==> src/rtl/uart_rx.sv <==
// rtl/uart_rx.sv - UART receiver, oversampled start/data/parity/stop recovery; optional UART_RX_MAJORITY_VOTE_EN
module uart_rx #(
    parameter int DATA_WIDTH     = 8,
    parameter int PRESCALE_WIDTH = 6
) (
    input  logic                      CLK,
    input  logic                      RST,
    input  logic                      RX_IN,
    input  logic [PRESCALE_WIDTH-1:0] PRESCALE,
    input  logic                      PAR_EN,
    input  logic                      PAR_TYP,
    output logic [DATA_WIDTH-1:0]     P_DATA,
    output logic                      DATA_VALID,
    output logic                      PAR_ERR,
    output logic                      STP_ERR
);

    localparam int BW = (DATA_WIDTH > 1) ? $clog2(DATA_WIDTH) : 1;
    localparam logic [BW-1:0] BIT_LAST = BW'(DATA_WIDTH - 1);

    typedef enum logic [2:0] {
        S_IDLE,
        S_START,
        S_DATA,
        S_PARITY,
        S_STOP
    } state_t;

    state_t                    r_state;
    logic [PRESCALE_WIDTH-1:0] r_edge_cnt;
    logic [BW-1:0]             r_bit_cnt;
    logic [PRESCALE_WIDTH-1:0] r_prescale;
    logic                      r_par_en;
    logic                      r_par_typ;
    logic [DATA_WIDTH-1:0]     r_shift;
    logic                      r_par_fail;
    logic                      r_stp_fail;
    logic                      r_s_mid;

    logic [PRESCALE_WIDTH-1:0] w_p_eff;
    logic [PRESCALE_WIDTH-1:0] w_half;
    logic [PRESCALE_WIDTH-1:0] w_edge_last;
    logic [PRESCALE_WIDTH-1:0] w_edge_decide;
    logic                      w_bit;
    logic                      w_par_exp;

    // Unsupported ratios fall back to 8x so a bad setting still yields a usable receiver
    assign w_p_eff = (PRESCALE == PRESCALE_WIDTH'(16) || PRESCALE == PRESCALE_WIDTH'(32))
                   ? PRESCALE : PRESCALE_WIDTH'(8);

    assign w_half        = r_prescale >> 1;
    assign w_edge_last   = r_prescale - PRESCALE_WIDTH'(1);
    assign w_edge_decide = w_half + PRESCALE_WIDTH'(1);
    assign w_par_exp     = r_par_typ ? ~^r_shift : ^r_shift;

`ifdef UART_RX_MAJORITY_VOTE_EN
    logic                      r_s_early;
    logic [PRESCALE_WIDTH-1:0] w_edge_early;

    assign w_edge_early = w_half - PRESCALE_WIDTH'(1);
    // The live line at P/2+1 is the third vote, so the decision edge is the same as the plain build
    assign w_bit = (r_s_early & r_s_mid) | (r_s_early & RX_IN) | (r_s_mid & RX_IN);

    // Capture the early vote sample at P/2-1
    always_ff @(posedge CLK or negedge RST) begin
        if (!RST) begin
            r_s_early <= 1'b1;
        end else if (r_state != S_IDLE && r_edge_cnt == w_edge_early) begin
            r_s_early <= RX_IN;
        end
    end
`else
    assign w_bit = r_s_mid;
`endif

    // Capture the mid-bit sample at P/2; it is consumed one edge later at P/2+1
    always_ff @(posedge CLK or negedge RST) begin
        if (!RST) begin
            r_s_mid <= 1'b1;
        end else if (r_state != S_IDLE && r_edge_cnt == w_half) begin
            r_s_mid <= RX_IN;
        end
    end

    // Frame FSM with bit/edge counters, shift register and registered outcome strobes
    always_ff @(posedge CLK or negedge RST) begin
        if (!RST) begin
            r_state    <= S_IDLE;
            r_edge_cnt <= '0;
            r_bit_cnt  <= '0;
            r_prescale <= PRESCALE_WIDTH'(8);
            r_par_en   <= 1'b0;
            r_par_typ  <= 1'b0;
            r_shift    <= '0;
            r_par_fail <= 1'b0;
            r_stp_fail <= 1'b0;
            P_DATA     <= '0;
            DATA_VALID <= 1'b0;
            PAR_ERR    <= 1'b0;
            STP_ERR    <= 1'b0;
        end else begin
            DATA_VALID <= 1'b0;
            PAR_ERR    <= 1'b0;
            STP_ERR    <= 1'b0;

            if (r_state != S_IDLE) begin
                r_edge_cnt <= (r_edge_cnt == w_edge_last) ? '0 : r_edge_cnt + PRESCALE_WIDTH'(1);
            end

            case (r_state)
                S_IDLE: begin
                    if (!RX_IN) begin
                        // This cycle is edge 0 of the start bit; frame settings are frozen here
                        r_state    <= S_START;
                        r_edge_cnt <= PRESCALE_WIDTH'(1);
                        r_bit_cnt  <= '0;
                        r_prescale <= w_p_eff;
                        r_par_en   <= PAR_EN;
                        r_par_typ  <= PAR_TYP;
                        r_par_fail <= 1'b0;
                        r_stp_fail <= 1'b0;
                    end
                end
                S_START: begin
                    if (r_edge_cnt == w_edge_decide && w_bit) begin
                        r_state    <= S_IDLE;
                        r_edge_cnt <= '0;
                    end else if (r_edge_cnt == w_edge_last) begin
                        r_state <= S_DATA;
                    end
                end
                S_DATA: begin
                    if (r_edge_cnt == w_edge_decide) begin
                        r_shift <= {w_bit, r_shift[DATA_WIDTH-1:1]};
                    end
                    if (r_edge_cnt == w_edge_last) begin
                        if (r_bit_cnt == BIT_LAST) begin
                            r_bit_cnt <= '0;
                            r_state   <= r_par_en ? S_PARITY : S_STOP;
                        end else begin
                            r_bit_cnt <= r_bit_cnt + BW'(1);
                        end
                    end
                end
                S_PARITY: begin
                    if (r_edge_cnt == w_edge_decide && w_bit != w_par_exp) begin
                        r_par_fail <= 1'b1;
                    end
                    if (r_edge_cnt == w_edge_last) begin
                        r_state <= S_STOP;
                    end
                end
                S_STOP: begin
                    if (r_edge_cnt == w_edge_decide && !w_bit) begin
                        r_stp_fail <= 1'b1;
                    end
                    if (r_edge_cnt == w_edge_last) begin
                        // Decision edge precedes the last edge, so both flags are settled here
                        r_state <= S_IDLE;
                        if (!r_par_fail && !r_stp_fail) begin
                            DATA_VALID <= 1'b1;
                            P_DATA     <= r_shift;
                        end else begin
                            PAR_ERR <= r_par_fail;
                            STP_ERR <= r_stp_fail;
                        end
                    end
                end
                default: begin
                    r_state <= S_IDLE;
                end
            endcase
        end
    end

endmodule

==> config.mk <==
export PLATFORM = sky130hd
export DESIGN_NAME = uart_rx
export DESIGN_NICKNAME = d
export VERILOG_FILES = /design/src/rtl/uart_rx.sv
export SDC_FILE = /design/constraint.sdc
export NUM_CORES = 1
export LEC_CHECK = 0
export CAP_MARGIN = 20
export CORE_MARGIN = 5
export CORE_UTILIZATION = 37
export CTS_CLUSTER_DIAMETER = 40
export DETAILED_ROUTE_END_ITERATION = 10
export PLACE_DENSITY = 0.56
export SYNTH_ARGS = -nofsm -noshare
export SYNTH_HDL_FRONTEND = slang
export SYNTH_SLANG_ARGS = --single-unit
==> constraint.sdc <==
create_clock -name CLK -period 2.71 [get_ports CLK]
set_input_delay 0.542 -clock CLK [delete_from_list [all_inputs] [get_ports CLK]]
set_output_delay 0.542 -clock CLK [all_outputs]
set_load 0.01 [all_outputs]
Word-level counts from Yosys, hierarchy flattened
Cells that the tools add are included.

word-level totals
  flip-flop bits (word level) = 42
  bits of input ports = 11
  output and inout bits = 11

cells by class
  $add $sub $neg = 4
  equal/unequal tests = 19
  muxes and demuxes = 34
  bitwise gates (word level) = 1
  reductions and logical operators = 23

operators with widths
  operator               number
  $mux W3                11
  $mux W6                5
  $pmux W3 S5            1
  $ne A2 B2 Y1 const B   7
  $mux W1                13
  $eq A6 B6 Y1           2
  $pmux W6 S2            1
  $reduce_and A3 Y1      4
  $reduce_xnor A8 Y1     1
  $reduce_xor A8 Y1      1
  $add A5 B1 Y6 const B  1
  $add A6 B1 Y6 const B  1
  $eq A3 B2 Y1 const B   2
  $eq A3 B3 Y1 const B   2
  $eq A6 B5 Y1           1
  $eq A6 B5 Y1 const B   1
  $eq A6 B6 Y1 const B   1
  $pmux W3 S2            1
  $reduce_and A6 Y1      1
  $reduce_bool A2 Y1     3
  $sub A6 B1 Y6 const B  1
  $logic_and A1 B1 Y1    5
  $pmux W1 S2            2
  $reduce_and A2 Y1      2
  other kinds (9)        11

Longest topological paths before layout
  depth after elaboration = 6
  depth in mapped cells = 10
  gate-level depth less buffers = 8

Worst setup path before layout
No wires, ideal clock.

  path kind = reg-to-reg
  start = register r_prescale[2]
  end = register P_DATA[0]
  arrival time = 2.404 ns
  data required time = 2.585 ns
  setup slack = 0.181 ns
  stages on the path, launching flop included = 11
  buffers on the path = 2
  period minus slack after synthesis = 2.529 ns
  cells stage by stage = dfrtp_1 buf_6 inv_1 ha_1 nor4b_1 xnor2_1 nand2_1 or2_4 or4_4 buf_6 mux2_4

on the way
  word-level cells in the longest chain between the ends = 3

RTL lines
  item                         RTL line  source
  start: declaration           32        logic [PRESCALE_WIDTH-1:0] r_prescale;
  start signal: assignment     117       r_prescale <= w_p_eff;
  $sub A6 B1 Y6                52        assign w_edge_last = r_prescale - PRESCALE_WIDTH'(1);
  $eq A6 B6 Y1                 157       if (r_edge_cnt == w_edge_last) begin
  $reduce_and A3 Y1 (no line)  n/a
  end signal: assignment       162       P_DATA <= r_shift;
  end: declaration             12        output logic [DATA_WIDTH-1:0] P_DATA,

No other way between the ends.
A chain may end at the register's enable or synchronous reset.

Worst setup path after layout
  start = register r_prescale[0]
  end = register P_DATA[3]

The elaborated chain is that of the path after synthesis.

==> results.tsv <==
stage	metric	value	unit
sta	endpoints failing setup	0	
cells_and_area	final core utilization	0.4464	
worst_setup_path	Reg2Reg Depth	8	
power	peak supply drop	0.4024	mV
synthesis	Post-Synth Simple-Gate Area	0.1587	
sta	fin. max-slew vios	0	
sta	Setup Skew	0.005605	ns
floorplanning	Die Wd	88.35	microns
floorplanning	Die Ht	88.35	microns
power	Sw Pwr	0.7099	mW
global_routing	vias in the first global route	1600	
global_routing	largest net degree at the start of global routing	25	
cts	Bufs on Longest Clock Path	2	
synthesis	Syn. warnings	0	
synthesis	area fraction in compound gates after synthesis	0.09642	
floorplanning	Core Box Area	0.005956	sq mm
cts	CTS buffer count	5	
cts	clock tree from TritonCTS	yes	
power	sw frac	0.3835	
outcome	run status	finished clean	
synthesis	Post-Syn Nets	226	
power	Reg power frac	0.454	
power	Lkg Pwr	1.213	nW
cts	H-tree depth	2	
sta	max frequency	394.3	MHz
synthesis	post-synthesis cell count	209	
worst_setup_path	critical path peak fanout	9	
route	drt total wl	4.670	mm
synthesis	Mean Syn Cell Area	10.87	sq um
place	GPL Wtd Cong	0.8649	
synthesis	adder-cell area share of the yosys netlist	0.03306	
worst_hold_path	Hold Crit Class	primary input to async pin	
sta	slew margin rel.	0.5971	
sta	unrepaired setup endpoints after global routing	no	
synthesis	Mapped Area	0.002271	sq mm
worst_setup_path	Req. time, crit path	2.89	ns
floorplanning	I/O Pins	22	
synthesis	Post-synth top flop	dfrtp_1	
cells_and_area	final std cells w/o fill	312	
synthesis	synth unique cells	46	
synthesis	EDFF count, synth	0	
cells_and_area	cell area after layout	0.002659	sq mm
floorplanning	Cell Rows	28	
worst_setup_path	startpoint class of the critical path	flop	
synthesis	multiplexer share of the synthesized area	0.09752	
global_routing	antenna violations before repair	0	
route	drt drc	0	
cells_and_area	Layout area overhead	17.08	%
floorplanning	total die area	0.007805	sq mm
worst_setup_path	kind of critical path	flop to flop	
cts	Post CTS Setup Buffer Count	0	
route	Iter 0 DRT Violations	131	
cts	Clk Tree Root Cell	clkbuf_8	
route	ANT nets after route	0	
cts	clk sink count	42	
global_routing	Tot GR Track Use	0.1326	
worst_setup_path	arrival time worst endpoint	2.72	ns
route	Vias	1574	
synthesis	sequential share of the synthesized area	0.4639	
power	internal power	1.141	mW
place	Inst Count DP	304	
global_routing	gr ovfl total	0	
sta	Setup TNS Final	0	ns
sta	Tmin final	2.536	ns
cells_and_area	most common cell after layout, fill and taps aside	dfrtp_1	
cts	clock insertion delay at the later pin of the skew report	0.30	ns
power	Clock Power Share	0.221	
cts	clk slew on worst S/H paths	0.08	ns
sta	crit share post-route	0.9359	
sta	WHS	0.1786	ns
cells_and_area	share of layout cells above drive strength 1	0.1688	
place	Port Buf Inserts	21	
power	power share of the combinational group	0.325	
synthesis	Synth Area in XOR/XNOR	0.1157	
sta	final hold vios	0	
cells_and_area	commonest non-fill, non-tap cells in the layout	dfrtp_1, xnor2_1, clkdlybuf4s50_1, nor2_1, nand2_1	
worst_setup_path	r2r setup slk	0.17	ns
route	drt pass-1 iters	4	
worst_setup_path	RR Startpoint	r_prescale[0]	
synthesis	Yosys reg bits	42	
place	post-detail-place hpwl	3.447	mm
route	vias per inst	5.045	
cells_and_area	layout net count	253	
floorplanning	Initial Util	0.3813	
cells_and_area	ANT cells	0	
place	DP Area	0.002562	sq mm
synthesis	largest family of logic cells by synthesized area	simple AND/OR/NAND/NOR gates	
worst_setup_path	crit end category	flop	
synthesis	Synth async-reset ratio	1.000	
worst_setup_path	reg2reg end	P_DATA[3]	
power	PwrDens	696.3	mW/mm^2
sta	Slew @ Worst Pin	0.6018	ns
route	Avg WL per Cell	14.97	microns
run	max cap viols	0	
global_routing	first-pass GRT wire length	8.031	mm
Yosys cell counts, types with 2 or more instances:
cell type	instances	area, sq um
nand2_1	15	56.30
mux2_4	8	120.1
o21ai_0	8	40.04
buf_2	3	15.01
inv_1	8	30.03
nor4b_1	2	17.52
ha_1	6	75.07
nand2b_1	3	18.77
xnor2_1	21	183.9
nor2b_1	2	12.51
nand3_1	9	45.04
dfrtp_1	40	1001
xor2_1	9	78.83
mux2_2	9	101.4
nor2_1	17	63.81
dfstp_2	2	52.55
o211ai_1	2	15.01
a21oi_1	6	30.03
or3_1	2	12.51
o31ai_1	2	15.01
and2_1	3	18.77
buf_6	2	22.52
nor3_1	3	15.01
a22o_1	5	43.79
power groups by stage:
stage	Combinational (mW)	Sequential [mW]	Clock [mW]
after CTS	0.605	0.837	0.430
after floorplan	0.497	0.777	0
after global routing	0.681	0.857	0.453
final	0.602	0.840	0.410
after detailed placement	0.603	0.850	0
after global placement	0.601	0.850	0
kinds of logic after synthesis:
kind of cell / Yosys count
AO/OA/AOI/OAI: 32
XOR/XNOR: 30
adder cells (fa/ha/maj): 6
buffers and inverters: 15
flip-flops: 42
multiplexers: 17
AND/OR/NAND/NOR: 67
metal layers:
metal  part of all wire  GRT usage  vias up
met4              0.011    0.04121        0
met1               0.53     0.1977      770
li1                   -          -      777
met5                  0          0        -
met3              0.022    0.02514        6
met2               0.44     0.1937       21
timing repair:
item | 4_1_cts | 5_1_grt
resized for setup | 0 | 1
endpoints found under the setup margin | 0 | 8
endpoints found under the hold margin | 0 | 0
hold buffers | 0 | 0
final cells by class:
class	instances	area [sq um]
fill	583	3297
inverter	9	33.78
clock buffer	5	68.82
tap	75	93.84
timing repair buffer	26	242.7
multi-input combinational	152	1145
sequential	42	1054
clock inverter	3	21.27
metrics by stage:
step           setup WS [ns]  power [mW]
2_1_floorplan         0.1810       1.274
3_3_place_gp          0.2121       1.450
3_5_place_dp          0.1809       1.453
4_1_cts               0.1704       1.872
5_1_grt              0.03409       1.991
6_report              0.1736       1.851
sequential cells by signal, indices dropped and copies added (netlist names):
register	flops
P_DATA	8
r_shift	8
r_edge_cnt	6
r_prescale	6
r_bit_cnt	3
r_state	3
DATA_VALID	1
PAR_ERR	1
STP_ERR	1
r_par_en	1
r_par_fail	1
r_par_typ	1
r_s_mid	1
r_stp_fail	1
worst max path at each step:
stage | start | end | slack [ns] | cells after the start
3_3_place_gp | r_prescale[1] | P_DATA[4] | 0.21 | 8
3_5_place_dp | r_prescale[1] | P_DATA[6] | 0.18 | 8
5_1_grt | r_prescale[0] | P_DATA[3] | 0.03 | 8
6_report | r_prescale[0] | P_DATA[3] | 0.17 | 8
4_1_cts | r_prescale[1] | P_DATA[6] | 0.17 | 8
2_1_floorplan | r_prescale[2] | P_DATA[0] | 0.18 | 10
worst max-delay path, cell delays in order (launching register included):
cell and delay, ns:
dfrtp_1 0.41, inv_1 0.08, ha_1 0.30, xor2_1 0.14, o211ai_1 0.10, o21bai_1 0.20, or2_4 0.26, or4_4 0.60
mux2_4 0.33
Note: power is estimated with default switching activity, not from simulation.
